## src/rtl/vx_commit_arbiter_if.sv

```systemverilog
// Commit/writeback bus between the execution units, the commit arbiter and the GPR file.
// master = execution units + GPR side, slave = arbiter side.
interface vx_commit_arbiter_if #(
    parameter int unsigned NUM_REQS    = 5,
    parameter int unsigned NUM_THREADS = 4,
    parameter int unsigned NW_BITS     = 2,
    parameter int unsigned NR_BITS     = 5
);
    logic [NUM_REQS-1:0]                commit_valid;
    logic [NUM_REQS-1:0]                commit_ready;
    logic [NUM_REQS*NW_BITS-1:0]        commit_wid;
    logic [NUM_REQS*NUM_THREADS-1:0]    commit_tmask;
    logic [NUM_REQS*32-1:0]             commit_PC;
    logic [NUM_REQS*NR_BITS-1:0]        commit_rd;
    logic [NUM_REQS-1:0]                commit_wb;
    logic [NUM_REQS-1:0]                commit_eop;
    logic [NUM_REQS*NUM_THREADS*32-1:0] commit_data;

    logic                               wb_valid;
    logic                               wb_ready;
    logic [NW_BITS-1:0]                 wb_wid;
    logic [NUM_THREADS-1:0]             wb_tmask;
    logic [31:0]                        wb_PC;
    logic [NR_BITS-1:0]                 wb_rd;
    logic [NUM_THREADS*32-1:0]          wb_data;
    logic                               wb_eop;

    logic [31:0]                        instr_retired;

    modport master (
        output commit_valid, commit_wid, commit_tmask, commit_PC, commit_rd,
               commit_wb, commit_eop, commit_data, wb_ready,
        input  commit_ready, wb_valid, wb_wid, wb_tmask, wb_PC, wb_rd,
               wb_data, wb_eop, instr_retired
    );

    modport slave (
        input  commit_valid, commit_wid, commit_tmask, commit_PC, commit_rd,
               commit_wb, commit_eop, commit_data, wb_ready,
        output commit_ready, wb_valid, wb_wid, wb_tmask, wb_PC, wb_rd,
               wb_data, wb_eop, instr_retired
    );
endinterface

```

## src/rtl/vx_commit_arbiter.sv

```systemverilog
// Round-robin commit arbiter: merges execution-unit commits into one registered
// writeback stream, locking onto multi-beat packets and counting retired instructions.
module vx_commit_arbiter #(
    parameter int unsigned NUM_REQS    = 5,
    parameter int unsigned NUM_THREADS = 4,
    parameter int unsigned NW_BITS     = 2,
    parameter int unsigned NR_BITS     = 5
) (
    input logic               clk,
    input logic               reset,
    vx_commit_arbiter_if.slave bus
);
    localparam int unsigned IDX_W  = $clog2(NUM_REQS);
    localparam int unsigned DATA_W = NUM_THREADS * 32;

    logic             lock_q;
    logic [IDX_W-1:0] owner_q;
    logic [IDX_W-1:0] prio_q;

    logic [NUM_REQS-1:0] eligible;
    logic                win_found;
    logic [IDX_W-1:0]    win_idx;
    logic [IDX_W-1:0]    cand;
    logic                stage_free;
    logic                accept;
    logic                load;
    logic                win_eop;

    // While a packet is open only its owner may compete.
    assign eligible   = lock_q ? (bus.commit_valid & (NUM_REQS'(1) << owner_q))
                               : bus.commit_valid;
    assign stage_free = !bus.wb_valid || bus.wb_ready;

    // First eligible channel at or after the priority pointer, wrapping.
    always_comb begin
        win_found = 1'b0;
        win_idx   = '0;
        cand      = '0;
        for (int unsigned i = 0; i < NUM_REQS; i++) begin
            cand = IDX_W'((32'(prio_q) + i) % NUM_REQS);
            if (!win_found && eligible[cand]) begin
                win_found = 1'b1;
                win_idx   = cand;
            end
        end
    end

    // Non-writing commits retire even when the output stage is stalled.
    assign accept  = win_found && (!bus.commit_wb[win_idx] || stage_free);
    assign load    = accept && bus.commit_wb[win_idx];
    assign win_eop = bus.commit_eop[win_idx];

    always_comb begin
        bus.commit_ready = '0;
        if (accept) begin
            bus.commit_ready = NUM_REQS'(1) << win_idx;
        end
    end

    always_ff @(posedge clk or negedge reset) begin
        if (!reset) begin
            lock_q            <= 1'b0;
            owner_q           <= '0;
            prio_q            <= '0;
            bus.wb_valid      <= 1'b0;
            bus.wb_wid        <= '0;
            bus.wb_tmask      <= '0;
            bus.wb_PC         <= '0;
            bus.wb_rd         <= '0;
            bus.wb_data       <= '0;
            bus.wb_eop        <= 1'b0;
            bus.instr_retired <= '0;
        end else begin
            if (load) begin
                bus.wb_valid <= 1'b1;
                bus.wb_wid   <= bus.commit_wid[32'(win_idx) * NW_BITS +: NW_BITS];
                bus.wb_tmask <= bus.commit_tmask[32'(win_idx) * NUM_THREADS +: NUM_THREADS];
                bus.wb_PC    <= bus.commit_PC[32'(win_idx) * 32 +: 32];
                bus.wb_rd    <= bus.commit_rd[32'(win_idx) * NR_BITS +: NR_BITS];
                bus.wb_data  <= bus.commit_data[32'(win_idx) * DATA_W +: DATA_W];
                bus.wb_eop   <= win_eop;
            end else if (bus.wb_ready) begin
                bus.wb_valid <= 1'b0;
            end

            if (accept) begin
                lock_q  <= !win_eop;
                owner_q <= win_idx;
                if (win_eop) begin
                    prio_q            <= (win_idx == IDX_W'(NUM_REQS - 1)) ? '0
                                                                          : win_idx + IDX_W'(1);
                    bus.instr_retired <= bus.instr_retired + 32'd1;
                end
            end
        end
    end
endmodule

```

## src/flat_wrapper.sv

```systemverilog
// flat-port wrapper written by rule: the top's interface ports become plain ports
module vx_commit_arbiter_flat 
#(
    parameter int unsigned NUM_REQS    = 5,
    parameter int unsigned NUM_THREADS = 4,
    parameter int unsigned NW_BITS     = 2,
    parameter int unsigned NR_BITS     = 5
)
  (clk, reset, bus_commit_valid, bus_commit_wid, bus_commit_tmask, bus_commit_PC, bus_commit_rd, bus_commit_wb, bus_commit_eop, bus_commit_data, bus_wb_ready, bus_commit_ready, bus_wb_valid, bus_wb_wid, bus_wb_tmask, bus_wb_PC, bus_wb_rd, bus_wb_data, bus_wb_eop, bus_instr_retired);
  vx_commit_arbiter_if #(.NUM_REQS(NUM_REQS), .NUM_THREADS(NUM_THREADS), .NW_BITS(NW_BITS), .NR_BITS(NR_BITS)) bus_i ();
  input logic clk;
  input logic reset;
  input wire logic [$bits(bus_i.commit_valid)-1:0] bus_commit_valid;
  input wire logic [$bits(bus_i.commit_wid)-1:0] bus_commit_wid;
  input wire logic [$bits(bus_i.commit_tmask)-1:0] bus_commit_tmask;
  input wire logic [$bits(bus_i.commit_PC)-1:0] bus_commit_PC;
  input wire logic [$bits(bus_i.commit_rd)-1:0] bus_commit_rd;
  input wire logic [$bits(bus_i.commit_wb)-1:0] bus_commit_wb;
  input wire logic [$bits(bus_i.commit_eop)-1:0] bus_commit_eop;
  input wire logic [$bits(bus_i.commit_data)-1:0] bus_commit_data;
  input wire logic [$bits(bus_i.wb_ready)-1:0] bus_wb_ready;
  output wire logic [$bits(bus_i.commit_ready)-1:0] bus_commit_ready;
  output wire logic [$bits(bus_i.wb_valid)-1:0] bus_wb_valid;
  output wire logic [$bits(bus_i.wb_wid)-1:0] bus_wb_wid;
  output wire logic [$bits(bus_i.wb_tmask)-1:0] bus_wb_tmask;
  output wire logic [$bits(bus_i.wb_PC)-1:0] bus_wb_PC;
  output wire logic [$bits(bus_i.wb_rd)-1:0] bus_wb_rd;
  output wire logic [$bits(bus_i.wb_data)-1:0] bus_wb_data;
  output wire logic [$bits(bus_i.wb_eop)-1:0] bus_wb_eop;
  output wire logic [$bits(bus_i.instr_retired)-1:0] bus_instr_retired;
  assign bus_i.commit_valid = bus_commit_valid;
  assign bus_i.commit_wid = bus_commit_wid;
  assign bus_i.commit_tmask = bus_commit_tmask;
  assign bus_i.commit_PC = bus_commit_PC;
  assign bus_i.commit_rd = bus_commit_rd;
  assign bus_i.commit_wb = bus_commit_wb;
  assign bus_i.commit_eop = bus_commit_eop;
  assign bus_i.commit_data = bus_commit_data;
  assign bus_i.wb_ready = bus_wb_ready;
  assign bus_commit_ready = bus_i.commit_ready;
  assign bus_wb_valid = bus_i.wb_valid;
  assign bus_wb_wid = bus_i.wb_wid;
  assign bus_wb_tmask = bus_i.wb_tmask;
  assign bus_wb_PC = bus_i.wb_PC;
  assign bus_wb_rd = bus_i.wb_rd;
  assign bus_wb_data = bus_i.wb_data;
  assign bus_wb_eop = bus_i.wb_eop;
  assign bus_instr_retired = bus_i.instr_retired;
  vx_commit_arbiter #(.NUM_REQS(NUM_REQS), .NUM_THREADS(NUM_THREADS), .NW_BITS(NW_BITS), .NR_BITS(NR_BITS)) u_core (.clk(clk), .reset(reset), .bus(bus_i));
endmodule
```

## config.mk

```make
export PLATFORM = sky130hd
export DESIGN_NAME = vx_commit_arbiter_flat
export DESIGN_NICKNAME = d
export VERILOG_FILES = /design/src/rtl/vx_commit_arbiter_if.sv /design/src/rtl/vx_commit_arbiter.sv /design/src/flat_wrapper.sv
export SDC_FILE = /design/constraint.sdc
export NUM_CORES = 1
export LEC_CHECK = 0
export ABC_AREA = 0
export BUFFER_PORTS_ARGS = -buffer_cell sky130_fd_sc_hd__buf_2
export CAP_MARGIN = 20
export CORE_AREA = 2 2 426 428
export CTS_CLUSTER_DIAMETER = 50
export DETAILED_ROUTE_END_ITERATION = 8
export DIE_AREA = 0 0 428 430
export GPL_ROUTABILITY_DRIVEN = 0
export PLACE_DENSITY = 0.34
export SLEW_MARGIN = 20
export SYNTH_ARGS = -nofsm -noshare
export SYNTH_HDL_FRONTEND = slang
export SYNTH_SLANG_ARGS = --single-unit
export TNS_END_PERCENT = 100
```

## constraint.sdc

```tcl
create_clock -name clk -period 9.55 [get_ports clk]
set_input_delay 0.4775 -clock clk [delete_from_list [all_inputs] [get_ports clk]]
set_output_delay 0.4775 -clock clk [all_outputs]
set_load 0.02 [all_outputs]
```

Word-level counts from Yosys, hierarchy flattened
Cells that the tools add are included.

storage, ports and cells
  register bits = 212
  input port bits = 873
  output and inout bits = 210
  logic and storage cells = 84

cells by class
  add/subtract/negate cells = 6
  $mul = 1
  divide/modulo/power cells = 5
  order comparisons = 6
  equality and inequality tests = 1
  shift-type cells = 7
  mux-type cells = 29
  bitwise gates (word level) = 1
  reduce and logical (&&, ||, !) cells = 17

operators with widths
  operator                                             count
  variable part select 640 x 11 -> 128 bit             1
  variable part select 160 x 9 -> 32 bit               1
  modulo 32 x 3 -> 32 bit (second input constant)      4
  adder 32 x 1 -> 32 bit (second input constant)       1
  modulo 3 x 3 -> 32 bit (second input constant)       1
  variable part select 25 x 7 -> 5 bit                 1
  < comparator 3 x 4 -> 1 bit (second input constant)  6
  binary-select mux 1 bit (select 3 bit)               7
  variable part select 20 x 6 -> 4 bit                 1
  two-way mux 3 bit                                    6
  two-way mux 1 bit                                    14
  two-way mux 5 bit                                    2
  variable part select 10 x 5 -> 2 bit                 1
  left shift 1 x 3 -> 5 bit (first input constant)     2
  adder 3 x 2 -> 4 bit (second input constant)         2
  logical NOT 1 bit                                    7
  logical AND 1 bit                                    6
  multiplier 3 x 3 -> 6 bit (second input constant)    1
  AND 5 bit                                            1
  adder 3 x 1 -> 4 bit (second input constant)         1
  adder 3 x 3 -> 4 bit (second input constant)         1
  adder 3 x 1 -> 3 bit (second input constant)         1
  == test 3 bit (second input constant)                1
  logical OR 1 bit                                     2
  other kinds (2)                                      2

Longest topological paths before layout
Gate-level depths: netlist (run 1).

  depth after elaboration = 25
  depth in mapped cells = 29
  mapped depth without buffers = 23

Least setup slack after synthesis (run 1)
No wires, ideal clock.

  path kind = reg2out
  start point = register u_core.prio_q[0]
  end point = output port bus_commit_ready[4]
  arrival = 5,514 ps
  data required time = 9,073 ps
  slack = 3,558 ps
  cell stages (with the launch flop) = 28
  path buffers = 5
  cell sequence = dfrtp_1 > inv_1 > clkbuf_1 > ha_1 > buf_6 > xnor2_2 > inv_2 > ha_1 > or2_1 > o211ai_1 > and2_1 > inv_1 > ha_1 > nand2b_1 > o2111ai_1 > o211ai_2 > a211o_1 > a32o_1 > and2_1 > a2111o_1 > and2_1 > buf_2 > inv_2 > buf_2 > buf_2 > ha_1 > nand2_1 > nor2_1

between the ends
  word-level cells in the longest chain between the ends = 22
  elaborated cells on any way between the ends = 44
  classes of those cells = add/sub (4); div (5); shift (1); mux (23); reduce/logical (11)

ends and longest elaborated chain
  what                                                              RTL line                 RTL
  start, declared                                                   vx_commit_arbiter.sv:18  logic [IDX_W-1:0] prio_q;
  start signal, assigned                                            vx_commit_arbiter.sv:90  prio_q <= (win_idx == IDX_W'(NUM_REQS - 1)) ? '0
  branches (longest 21 deep; another with modulo 32 x 3 -> 32 bit)  n/a
  two-way mux 5 bit (*)                                             vx_commit_arbiter.sv:55  if (accept) begin
  end, declared                                                     flat_wrapper.sv:22       output wire logic [$bits(bus_i.commit_ready)-1:0] bus_commit_ready;

Mark *: on every way between the ends. The select of a mux whose other input is x is not followed.

Worst setup path in the final report (run 1)
  start point = register u_core.prio_q[1]
  end point = output port bus_commit_ready[0]

The elaborated chain is that of the path after synthesis.

==> summary.txt, run 1 <==
Global route
  – Total GRT Usage: between 10% and 20%
  – Vias in the first global route: 20800
  – Number of antenna violations at the first check in global routing: 53
  – Maximum number of pins on one net before global-route repair: between 100 and 150
  – First-pass GRT wire length: approximately 170 mm
  – Total congestion overflow: 0

Logic synthesis
  – Adder-cell share of the synthesized area: under 10%
  – Post-synth EDFFs: 0
  – Register area share after synthesis: 31.2%
  – Synth Cell Area: roughly 17000 µm²
  – Post-synthesis mux area share: between 10% and 20%
  – Leading area contributor after synthesis: dfrtp_1
  – Xor and xnor area share after synthesis: under 10%
  – Commonest register cell after synthesis: dfrtp_1
  – Top-count cell post-synth: nand2_1
  – Avg Inst Size Synth: just under 8 µm²
  – Async SR Flop Fraction: between 90% and 100%
  – Synth Area in Compound Gates: approximately a quarter
  – Synth area leaders: dfrtp_1 (31%), nand2_1 (16%), mux2_1 (11%), a32o_1 (10%), a21oi_1 (5.5%)
  – Post-synth top cells: nand2_1 (716), dfrtp_1 (212), a21oi_1 (186), a32o_1 (174), mux2_1 (168)
  – Synth cell types: 75
  – Yosys Warn Count: 0
  – Synthesized instance count: 2156
  – Simple-gate portion of the synthesized area: a little over a fifth
  – Syn nets: around 3100
  – Top cell type's share of synthesized area: between 30% and 40%
  – Largest family of logic cells by synthesized area: compound AO/OA/AOI/OAI gates
  – FF+latch count, synth: about 210

CTS
  – Post_cts resized: 0
  – Clk slew on worst S/H paths: roughly 0.050 ns
  – TritonCTS clock tree: yes
  – Sink Count: 212
  – CTS root buffer: clkbuf_16
  – Post-CTS setup buffers: 0
  – Clk_lat worst skew: ~0.65 ns
  – CTS HTree Levels: 2
  – TritonCTS Buffers: 57
  – Clock tree buffer depth: 3

Drt
  – DRT antenna net count: 0
  – DR WL/cell: roughly 23 µm
  – DRT iter0 DRCs: approximately 1600
  – Detailed Route WL: 130 mm
  – # DRC: 0
  – Vias: about 21000
  – DRT Pass-1 Iters: 5
  – Via/cell ratio: roughly 3.8

Critical path
  – Max FO, Critical Path: 25
  – Setup Crit Path Kind: reg2out
  – Critical Path AT: between 6 and 7 ns
  – WP data required: a little over 9 ns
  – CP Launch Type: register
  – Worst path slowest cell: ha_1
  – CP cell instances: inv_1 -> ha_1 -> inv_1 -> ha_1 -> or2_1 -> o211ai_1 -> and2_1 -> inv_1 -> ha_1 -> nand2b_1 -> o2111ai_1 -> o211ai_2 -> a211o_1 -> a32o_1 -> a211oi_1 -> a2111o_1 -> and2_4 -> o211ai_1 -> and4_2 -> nor2_1 -> and3_1 -> buf_2
  – CP endpoint kind: primary output
  – Worst stage delay on the critical path: 0.58 ns

STA
  – Fmax: between 100 and 150 MHz
  – Final TNS setup: 0 ns
  – Fin crit share: 78.2%
  – Period minus WS final: 7.47 ns
  – Final setup vio count: 0
  – Slew @ Worst Pin: 0.964 ns
  – Worst rel slew slack: between 30% and 40%
  – Hold Fails Final Rpt: 0
  – Final Skew: approximately 0.032 ns
  – Max-slew violation count: 0
  – RSZ-0062 raised after global routing: false

Min path
  – Hold crit path type: in2reg

Die
  – Die area: ~180000 µm²
  – Initial Utilization: about a tenth
  – Die W: ~430 µm
  – Num ports: 1083
  – Chip height: roughly 430 µm
  – Core area: 180000 µm²
  – Row count: between 150 and 200

Status
  – Status: complete, no violations

Placed design
  – I/O Buffers: 1082
  – Post-detail-place hpwl: 108 mm

Cells and area
  – Final #Nets: ~4000
  – Synthesis-to-layout area growth: 58.5%
  – Fillcell total: ~21000
  – Share of cells above drive strength 1: roughly two fifths

Flow run
  – Max-capacitance violation count: 0
-- metrics by stage --
| step | setup WS (ns) | hold WS [ns] | cell area (µm²) | utilization (%) | cells |
|---|---|---|---|---|---|
| after floorplan | 3.56 | 0.182 | 17000 | - | 2156 |
| final | 2.08 | 0.125 | 27000 | 15.0 | 5567 |
| after CTS | 1.94 | 0.0442 | 26900 | 15.0 | 5556 |
| after global routing | 1.48 | 0.0823 | 26900 | 15.0 | 5563 |
| after global placement | 2.46 | 0.456 | 24900 | 13.8 | 5448 |
| after detailed placement | 2.47 | 0.458 | 24900 | 13.8 | 5448 |
-- registers in the layout, indices dropped and copies added (netlist names) --
register	count
u_core.bus.wb_data	128
u_core.bus.instr_retired	32
u_core.bus.wb_PC	32
u_core.bus.wb_rd	5
u_core.bus.wb_tmask	4
u_core.owner_q	3
u_core.prio_q	3
u_core.bus.wb_wid	2
u_core.bus.wb_eop	1
u_core.bus.wb_valid	1
u_core.lock_q	1
-- worst max-delay path, delay by kind of cell, from the launching register on --
family / cells / cell delay, ns
simple gates: 7 / 2.16
fa+ha+maj: 3 / 1.02
buf+inv: 4 / 0.74
compound gates: 8 / 1.88
flops: 1 / 0.55
-- what timing repair did --
action                                 CTS  global route
endpoints found under the hold margin   66             0
setup endpoints to repair                0             0
hold buffers                             1             0
-- metal layers --
layer	track usage [%]	vias to the layer above	wire length (µm)
met1	17.0	10200	55000
met2	22.4	811	61500
met5	0	-	87
met4	3.09	14	3070
li1	-	9693	-
met3	3.95	181	9840
-- layout by cell type (no fill, tap or decap), drive strengths merged, types with 6 or more instances in the layout --
| cell type | n |
|---|---|
| buf | 1118 |
| nand2 | 716 |
| dfrtp | 212 |
| o21ai | 190 |
| a21oi | 188 |
| mux2 | 178 |
| a32o | 174 |
| clkbuf | 71 |
| xor2 | 29 |
| inv | 28 |
| nor4 | 28 |
| ha | 26 |
| mux2i | 18 |
| nor2 | 18 |
| nand3 | 17 |
| clkinv | 16 |
| diode | 11 |
| nand2b | 11 |
| and3 | 10 |
| o211ai | 10 |
| bufinv | 9 |
| xnor2 | 9 |
| nor3 | 8 |
| and2 | 8 |
| clkinvlp | 7 |
| and4 | 7 |
| nand4 | 6 |
| a22oi | 6 |
-- final timing paths --
path,start,end,depth (start not counted),slack [ns]
min in group asynchronous,reset,u_core.bus.wb_data[53],2,0.43
max reg2reg,u_core.prio_q[1],u_core.bus.wb_rd[0],23,2.51
max in group asynchronous,reset,u_core.bus.wb_data[112],3,7.84
max,u_core.prio_q[1],bus_commit_ready[0],22,2.08
min,bus_commit_tmask[18],u_core.bus.wb_tmask[2],4,0.13
min reg2reg,u_core.bus.instr_retired[31],u_core.bus.instr_retired[31],1,0.46
-- cells by family (layout without fill, tap and decap cells) --
| logic type | Yosys count | after routing |
|---|---|---|
| AO/OA/AOI/OAI | 610 | 610 |
| XOR/XNOR | 38 | 38 |
| adder cells (fa/ha/maj) | 27 | 27 |
| buffers and inverters | 220 | 1250 |
| flip-flops | 212 | 212 |
| multiplexers | 196 | 196 |
| other | 0 | 11 |
| AND/OR/NAND/NOR | 853 | 853 |
-- cell type report --
cell class / instances / area [µm²] / area share [%]
tap: 2370 / 2970 / 11.0
clock inverter: 36 / 508 / 1.88
antenna: 11 / 27.5 / 0.102
multi-input combinational: 1724 / 10700 / 39.6
inverter: 24 / 97.6 / 0.362
sequential: 212 / 5310 / 19.7
clock buffer: 71 / 1550 / 5.75
timing repair buffer: 1119 / 5830 / 21.6
Power of run 1 is left out: the tool's default activity adds up to more than one toggle a clock period on the data nets, which glitch-free logic cannot reach.
==> inputs of run 2 (changes only) <==
- CORE_AREA: 2 2 426 428 -> 2 2 423 425
- DIE_AREA: 0 0 428 430 -> 0 0 425 427
- PLACE_DENSITY: 0.34 -> 0.35
- clock period: 9.55 -> 6.55 ns (I/O delays scaled with it)
==> run 2 against run 1 <==
  * Sequential share of layout area fell by 1.2 points
  * Cell area rose by 6.3%
  * Utilization rose by 1.2 points
  * Via count rose by 2.3%
  * Critical endpoint is now bus_commit_ready[2]
  * Worst hold slack got worse by 0.080 ns
  * Count of clock-buffer cells in the layout fell by 8
  * Setup slack got worse by 1.8 ns
  * Largest cell class unchanged
  * Cell count rose by 3.0%
==> summary.txt, run 2 (synthesis gave the netlist of run 1 again) <==
Global route
  – First-pass GRT wire length: 171 mm (was 174 mm)
  – Total GRT Usage: 13.5% (was 13.4%)
  – Maximum number of pins on one net before global-route repair: 81 (was 148)
  – Vias in the first global route: 20700 (was 20800)
  – Number of antenna violations at the first check in global routing: 50 (was 53)
  – Total congestion overflow: 0 (unchanged)

Critical path
  – Critical Path AT: 5.90 ns (was 6.99 ns)
  – WP data required: 6.22 ns (was 9.07 ns)
  – CP Launch Type: register (unchanged)
  – Setup Crit Path Kind: reg2out (unchanged)
  – CP endpoint kind: primary output (unchanged)
  – Worst Reg-to-Reg Cells: 25 (was 23)
  – Max FO, Critical Path: 54 (was 25)

Cells and area
  – Finished Core Util: 16.2% (was 15.0%)
  – Multi-input logic area: 10700 µm² (about the same)
  – Most common cell after layout, fill and taps aside: buf_2 (unchanged)
  – Max FFs per register: 128 (unchanged)
  – Regs by FF count: u_core.bus.wb_data (128), u_core.bus.instr_retired (32), u_core.bus.wb_PC (32) (unchanged)
  – Final Cell Area: 28600 µm² (was 27000 µm²)
  – Fillcell total: 20500 (was 20800)
  – Share of cells above drive strength 1: 39.7% (about the same)
  – Most frequent cells in the layout: buf_2 (1081), nand2_1 (716), dfrtp_1 (210) (was buf_2 (1081), nand2_1 (716), dfrtp_1 (212))
  – FF+latch area: 5310 µm² (about the same)
  – Synthesis-to-layout area growth: 68.5% (was 58.5%)
  – Biggest register: u_core.bus.wb_data (unchanged)
  – Final #Nets: 4212 (was 4038)

Placed design
  – I/O Buffers: 1082 (unchanged)
  – Placed Area: 25400 µm² (was 24900 µm²)
  – Post-detail-place hpwl: 110 mm (was 108 mm)
  – Dpl ws: 0.236 ns (was 2.47 ns)

Die
  – Die area: 181000 µm² (was 184000 µm²)
  – Chip height: 427 µm (was 430 µm)
  – Initial Utilization: 9.59% (was 9.46%)
  – Core area: 177000 µm² (was 180000 µm²)
  – Num ports: 1083 (unchanged)
  – Die W: 425 µm (was 428 µm)
  – Row count: 155 (was 156)

CTS
  – CTS HTree Levels: 2 (unchanged)
  – TritonCTS Buffers: 57 (unchanged)
  – Sink Count: 212 (unchanged)
  – Clk_lat worst skew: 0.69 ns (was 0.65 ns)
  – Clk slew on worst S/H paths: 0.05 ns (about the same)
  – TritonCTS clock tree: yes (unchanged)
  – Clock tree buffer depth: 3 (unchanged)
  – CTS root buffer: clkbuf_16 (unchanged)

Drt
  – DRT Pass-1 Iters: 6 (was 5)
  – Routed wl met3: 15.1 mm (was 9.84 mm)
  – Via/cell ratio: 3.73 (was 3.76)
  – DRT iter0 DRCs: 1543 (was 1612)
  – M1 wire length: 51.9 mm (was 55.0 mm)
  – DR top layer: met5 (unchanged)
  – # DRC: 0 (unchanged)
  – DRT antenna net count: 0 (unchanged)
  – Met2 WL post-DR: 59.2 mm (was 61.5 mm)
  – DR WL/cell: 22.8 µm (was 23.3 µm)
  – Detailed Route WL: 131 mm (was 130 mm)
  – Vias: 21400 (was 20900)

STA
  – Max-slew violation count: 0 (unchanged)
  – Fmax: around 160 MHz
  – Period minus WS final: 6.23 ns
  – Final setup vio count: 0 (unchanged)
  – Fin crit share: roughly 95%
  – Fin worst setup slack: 0.321 ns (was 2.08 ns)
  – Worst rel slew slack: 43.8% (was 35.3%)
  – Slew @ Worst Pin: 0.843 ns (was 0.964 ns)
  – Final TNS setup: 0 ns (unchanged)
  – RSZ-0062 raised after global routing: false (unchanged)
  – Final Skew: 0.0383 ns (was 0.0325 ns)
  – Hold Fails Final Rpt: 0 (unchanged)

Status
  – Status: complete, no violations (unchanged)

Min path
  – Worst hold path cell count: 4 (unchanged)
  – Hold crit path type: in2reg (unchanged)

Flow run
  – Max-capacitance violation count: 0 (unchanged)
[run 2: critical path, stage by stage, from the launching register on]
cell and delay (ns):
dfrtp_2 0.45, inv_1 0.08, ha_1 0.22, xnor2_2 0.29, inv_2 0.12, ha_1 0.22
or2_1 0.24, o211ai_1 0.19, and2_1 0.22, inv_1 0.08, ha_1 0.18, nand2b_1 0.18
o2111ai_1 0.14, o211ai_2 0.22, a211o_1 0.28, a32o_1 0.28, and2_1 0.18, a2111o_1 0.44
and2_4 0.24, inv_8 0.17, buf_12 0.27, ha_1 0.18, and3_1 0.13, buf_2 0.17
[run 2: final cells by class]
type,instances,area share [%]
multi-input combinational,1724,37.3
timing repair buffer,1293,26.6
sequential,212,18.5
tap,2355,10.3
clock buffer,63,5.16
clock inverter,44,1.61
inverter,24,0.354
antenna,17,0.149
[run 2: worst paths after layout]
check                                       start                      to  slack, ns
setup / recovery                 u_core.prio_q[1]     bus_commit_ready[2]       0.32
hold / removal               bus_commit_data[515]   u_core.bus.wb_data[3]       0.05
setup reg to reg                 u_core.prio_q[1]  u_core.bus.wb_data[72]       0.56
hold reg to reg            u_core.bus.wb_data[85]  u_core.bus.wb_data[85]       0.48
max in group asynchronous                   reset        u_core.prio_q[1]       4.93
min in group asynchronous                   reset  u_core.bus.wb_data[68]       0.25
[run 2: stage by stage]
step	hold WS, ns	instances
floorplan	0.0319	2156
global placement	0.395	5487
detailed placement	0.393	5487
CTS	0.0161	5715
global route	0.0516	5725
finish	0.0451	5732
[run 2: routing by layer]
metal | vias to the layer above | track usage [%]
li1 | 10100 | -
met1 | 10300 | 16.4
met2 | 810 | 21.0
met3 | 194 | 6.55
met4 | 48 | 4.19
met5 | - | 0
[run 2: repair_timing]
item,CTS,global route
hold buffers,116,0
setup endpoints to repair,4,5
pin swaps,1,1
resized for setup,3,5
endpoints found under the hold margin,183,0
buffers inserted,5,0
Power of run 2 is left out for the same reason.
==> inputs of run 3 (changes only) <==
==> constraint.sdc (replaced) <==
create_clock -name clk -period 6.55 [get_ports clk]
set_input_delay 0.3275 -clock clk [delete_from_list [all_inputs] [get_ports clk]]
set_output_delay 0.3275 -clock clk [all_outputs]
set_load 0.01 [all_outputs]
==> run 3 against run 2 <==
  * Setup slack improved by 0.073 ns
  * Routed wire length is 1.8% higher
  * Worst hold slack better by 0.035 ns
  * Sequential share of layout area hardly changed
  * Utilization hardly changed
  * Clock skew is 0.016 ns lower
  * Critical path depth increased by 1
  * Count of clock-buffer cells in the layout up 24
  * Register-to-register slack hardly changed
  * Die area is the same
  * Critical path type unchanged
  * Critical endpoint is now bus_commit_ready[0]
  * Largest cell class unchanged
==> summary.txt, run 3 (synthesis gave the netlist of run 1 again) <==
Global route
  – Total GRT Usage: 13.9% (was 13.5%)
  – First-pass GRT wire length: 175 mm (was 171 mm)
  – GR Util met3: 6.12% (was 6.55%)
  – Total congestion overflow: 0 (unchanged)
  – Met1 GRT Util: 17.2% (was 16.4%)
  – M2 GR Usage: 22.3% (was 21.0%)
  – Maximum number of pins on one net before global-route repair: 112 (was 81)
  – Vias in the first global route: 21000 (was 20700)
  – GRT busiest layer: met2 (unchanged)
  – Number of antenna violations at the first check in global routing: 44 (was 50)

Cells and area
  – Biggest register: u_core.bus.wb_data (unchanged)
  – Max FFs per register: 128 (unchanged)
  – Most frequent cells in the layout: buf_2 (1081), nand2_1 (716), dfrtp_1 (211) (was buf_2 (1081), nand2_1 (716), dfrtp_1 (210))
  – Most common cell after layout, fill and taps aside: buf_2 (unchanged)
  – Fillcell total: 20500 (about the same)
  – Final #Nets: 4195 (was 4212)
  – Multi-input logic area: 10700 µm² (about the same)
  – FF+latch area: 5310 µm² (about the same)
  – Synthesis-to-layout area growth: 68.4% (was 68.5%)
  – Non-filler instance count after layout: 5708 (was 5732)
  – Share of cells above drive strength 1: 40.1% (was 39.7%)
  – Regs by FF count: u_core.bus.wb_data (128), u_core.bus.instr_retired (32), u_core.bus.wb_PC (32) (unchanged)

Die
  – Row count: 155 (unchanged)
  – Core area: 177000 µm² (unchanged)
  – Initial Utilization: 9.59% (unchanged)
  – Die area: 181000 µm² (unchanged)
  – Num ports: 1083 (unchanged)
  – Die W: 425 µm (unchanged)
  – Chip height: 427 µm (unchanged)

CTS
  – CTS root buffer: clkbuf_16 (unchanged)
  – CTS HTree Levels: 3 (was 2)
  – Clk_lat worst skew: 0.63 ns (was 0.69 ns)
  – TritonCTS Buffers: 66 (was 57)
  – Clock tree buffer depth: 3 (unchanged)
  – Clk slew on worst S/H paths: 0.04 ns (was 0.05 ns)
  – Sink Count: 212 (unchanged)
  – TritonCTS clock tree: yes (unchanged)

Critical path
  – Buffers & Inverters on Critical Path: 5 (was 6)
  – R2R setup slack: 0.55 ns (was 0.56 ns)
  – Worst r2r src: u_core.prio_q[1] (unchanged)
  – Worst stage delay on the critical path: 0.43 ns (was 0.45 ns)
  – Worst Reg-to-Reg Cells: 23 (was 25)
  – WP data required: 6.22 ns (about the same)
  – Max FO, Critical Path: 8 (was 54)
  – CP Launch Type: register (unchanged)
  – Worst path slowest cell: a2111o_1 (was dfrtp_2)
  – Critical Path AT: 5.83 ns (was 5.90 ns)
  – Setup Crit Path Kind: reg2out (unchanged)
  – CP Launch Point: u_core.prio_q[1] (unchanged)
  – Delay-heaviest family, CP: compound AO/OA/AOI/OAI gates (unchanged)
  – CP Depth: 24 (was 23)
  – Crit path capture: bus_commit_ready[0] (was bus_commit_ready[2])
  – CP endpoint kind: primary output (unchanged)
  – Worst R2R End: u_core.bus.wb_data[22] (was u_core.bus.wb_data[72])
  – CP cell instances: inv_2 -> ha_2 -> xnor2_2 -> inv_2 -> ha_1 -> or2_1 -> o211ai_1 -> and2_4 -> inv_1 -> ha_1 -> nand2b_1 -> o2111ai_1 -> o211ai_2 -> a211o_1 -> a32o_1 -> and2_1 -> a2111o_1 -> and2_4 -> o211ai_1 -> and4_2 -> nor2_1 -> buf_4 -> and3_1 -> buf_2 (was inv_1 -> ha_1 -> xnor2_2 -> inv_2 -> ha_1 -> or2_1 -> o211ai_1 -> and2_1 -> inv_1 -> ha_1 -> nand2b_1 -> o2111ai_1 -> o211ai_2 -> a211o_1 -> a32o_1 -> and2_1 -> a2111o_1 -> and2_4 -> inv_8 -> buf_12 -> ha_1 -> and3_1 -> buf_2)

Drt
  – # DRC: 0 (unchanged)
  – DRT iter0 DRCs: 1763 (was 1543)
  – Via/cell ratio: 3.74 (was 3.73)
  – DRT Pass-1 Iters: 6 (unchanged)
  – Detailed Route WL: 133 mm (was 131 mm)
  – DRT antenna net count: 0 (unchanged)
  – DR WL/cell: 23.3 µm (was 22.8 µm)
  – Vias: 21300 (was 21400)

STA
  – Final TNS setup: 0 ns (unchanged)
  – Hold Slack: 0.0801 ns (was 0.0451 ns)
  – Fin crit share: 94.0% (was 95.1%)
  – Fin worst setup slack: 0.394 ns (was 0.321 ns)
  – Worst rel slew slack: 42.8% (was 43.8%)
  – Period minus WS final: 6.16 ns (was 6.23 ns)
  – Slew @ Worst Pin: 0.858 ns (was 0.843 ns)
  – RSZ-0062 raised after global routing: false (unchanged)
  – Final Skew: 0.0221 ns (was 0.0383 ns)
  – Max-slew violation count: 0 (unchanged)
  – Final setup vio count: 0 (unchanged)
  – Hold Fails Final Rpt: 0 (unchanged)
  – Fmax: 162 MHz (was 161 MHz)

Min path
  – Min-delay src: bus_commit_tmask[16] (was bus_commit_data[515])
  – Hold crit path type: in2reg (unchanged)

Placed design
  – Dpl cells: 5484 (was 5487)
  – Post-detail-place hpwl: 111 mm (was 110 mm)
  – I/O Buffers: 1082 (unchanged)
  – Dpl ws: 0.161 ns (was 0.236 ns)

Flow run
  – Max-capacitance violation count: 0 (unchanged)

Status
  – Status: complete, no violations (unchanged)
==> run 3: metal layers <==
metal  share of wire, %  routed length (µm)  vias up
met4                1.8                2420       46
met5               0.21                 278        -
met2                 47               62200      777
met1                 41               54500    10300
met3                 10               13600      173
li1                   -                   -    10000
==> run 3: layout make-up <==
cell class	instances	share of cell area [%]
diodes	8	0.0699
clock buffers	87	6.58
clock inverters	31	1.28
inverters	24	0.371
multi-input cells	1724	37.4
flip-flops and latches	212	18.5
well taps	2355	10.3
repair buffers	1267	25.5
==> run 3: tightest hold or removal path: cells and delay by family <==
family | cells | cell delay (ns)
simple gates | 1 | 0.04
mux | 1 | 0.13
buf+inv | 1 | 0.09
compound gates | 1 | 0.08
==> run 3: timing repair <==
item / in CTS / in global routing
pin swaps: 0 / 2
hold endpoints to repair: 143 / 0
endpoints found under the setup margin: 5 / 6
hold buffers: 94 / 0
cloned: 0 / 1
resized for setup: 2 / 12
setup buffers: 0 / 3
==> run 3: per-stage QoR <==
step	area (µm²)	util [%]
CTS	28500	16.1
global route	28600	16.1
global placement	25300	14.3
finish	28600	16.2
detailed placement	25300	14.3
floorplan	17000	-
==> run 3: worst min path at each step <==
| stage | slack, ns | depth (start not counted) | endpoint |
|---|---|---|---|
| after CTS | 0.001 | 4 | u_core.bus.wb_data[124] |
| after global routing | 0.02 | 4 | u_core.bus.wb_data[124] |
| final | 0.08 | 4 | u_core.bus.wb_tmask[0] |
| after floorplan | 0.03 | 0 | u_core.bus.instr_retired[0] |
| after detailed placement | 0.24 | 1 | u_core.bus.instr_retired[2] |
| after global placement | 0.24 | 1 | u_core.bus.instr_retired[28] |
Power of run 3 is left out for the same reason.
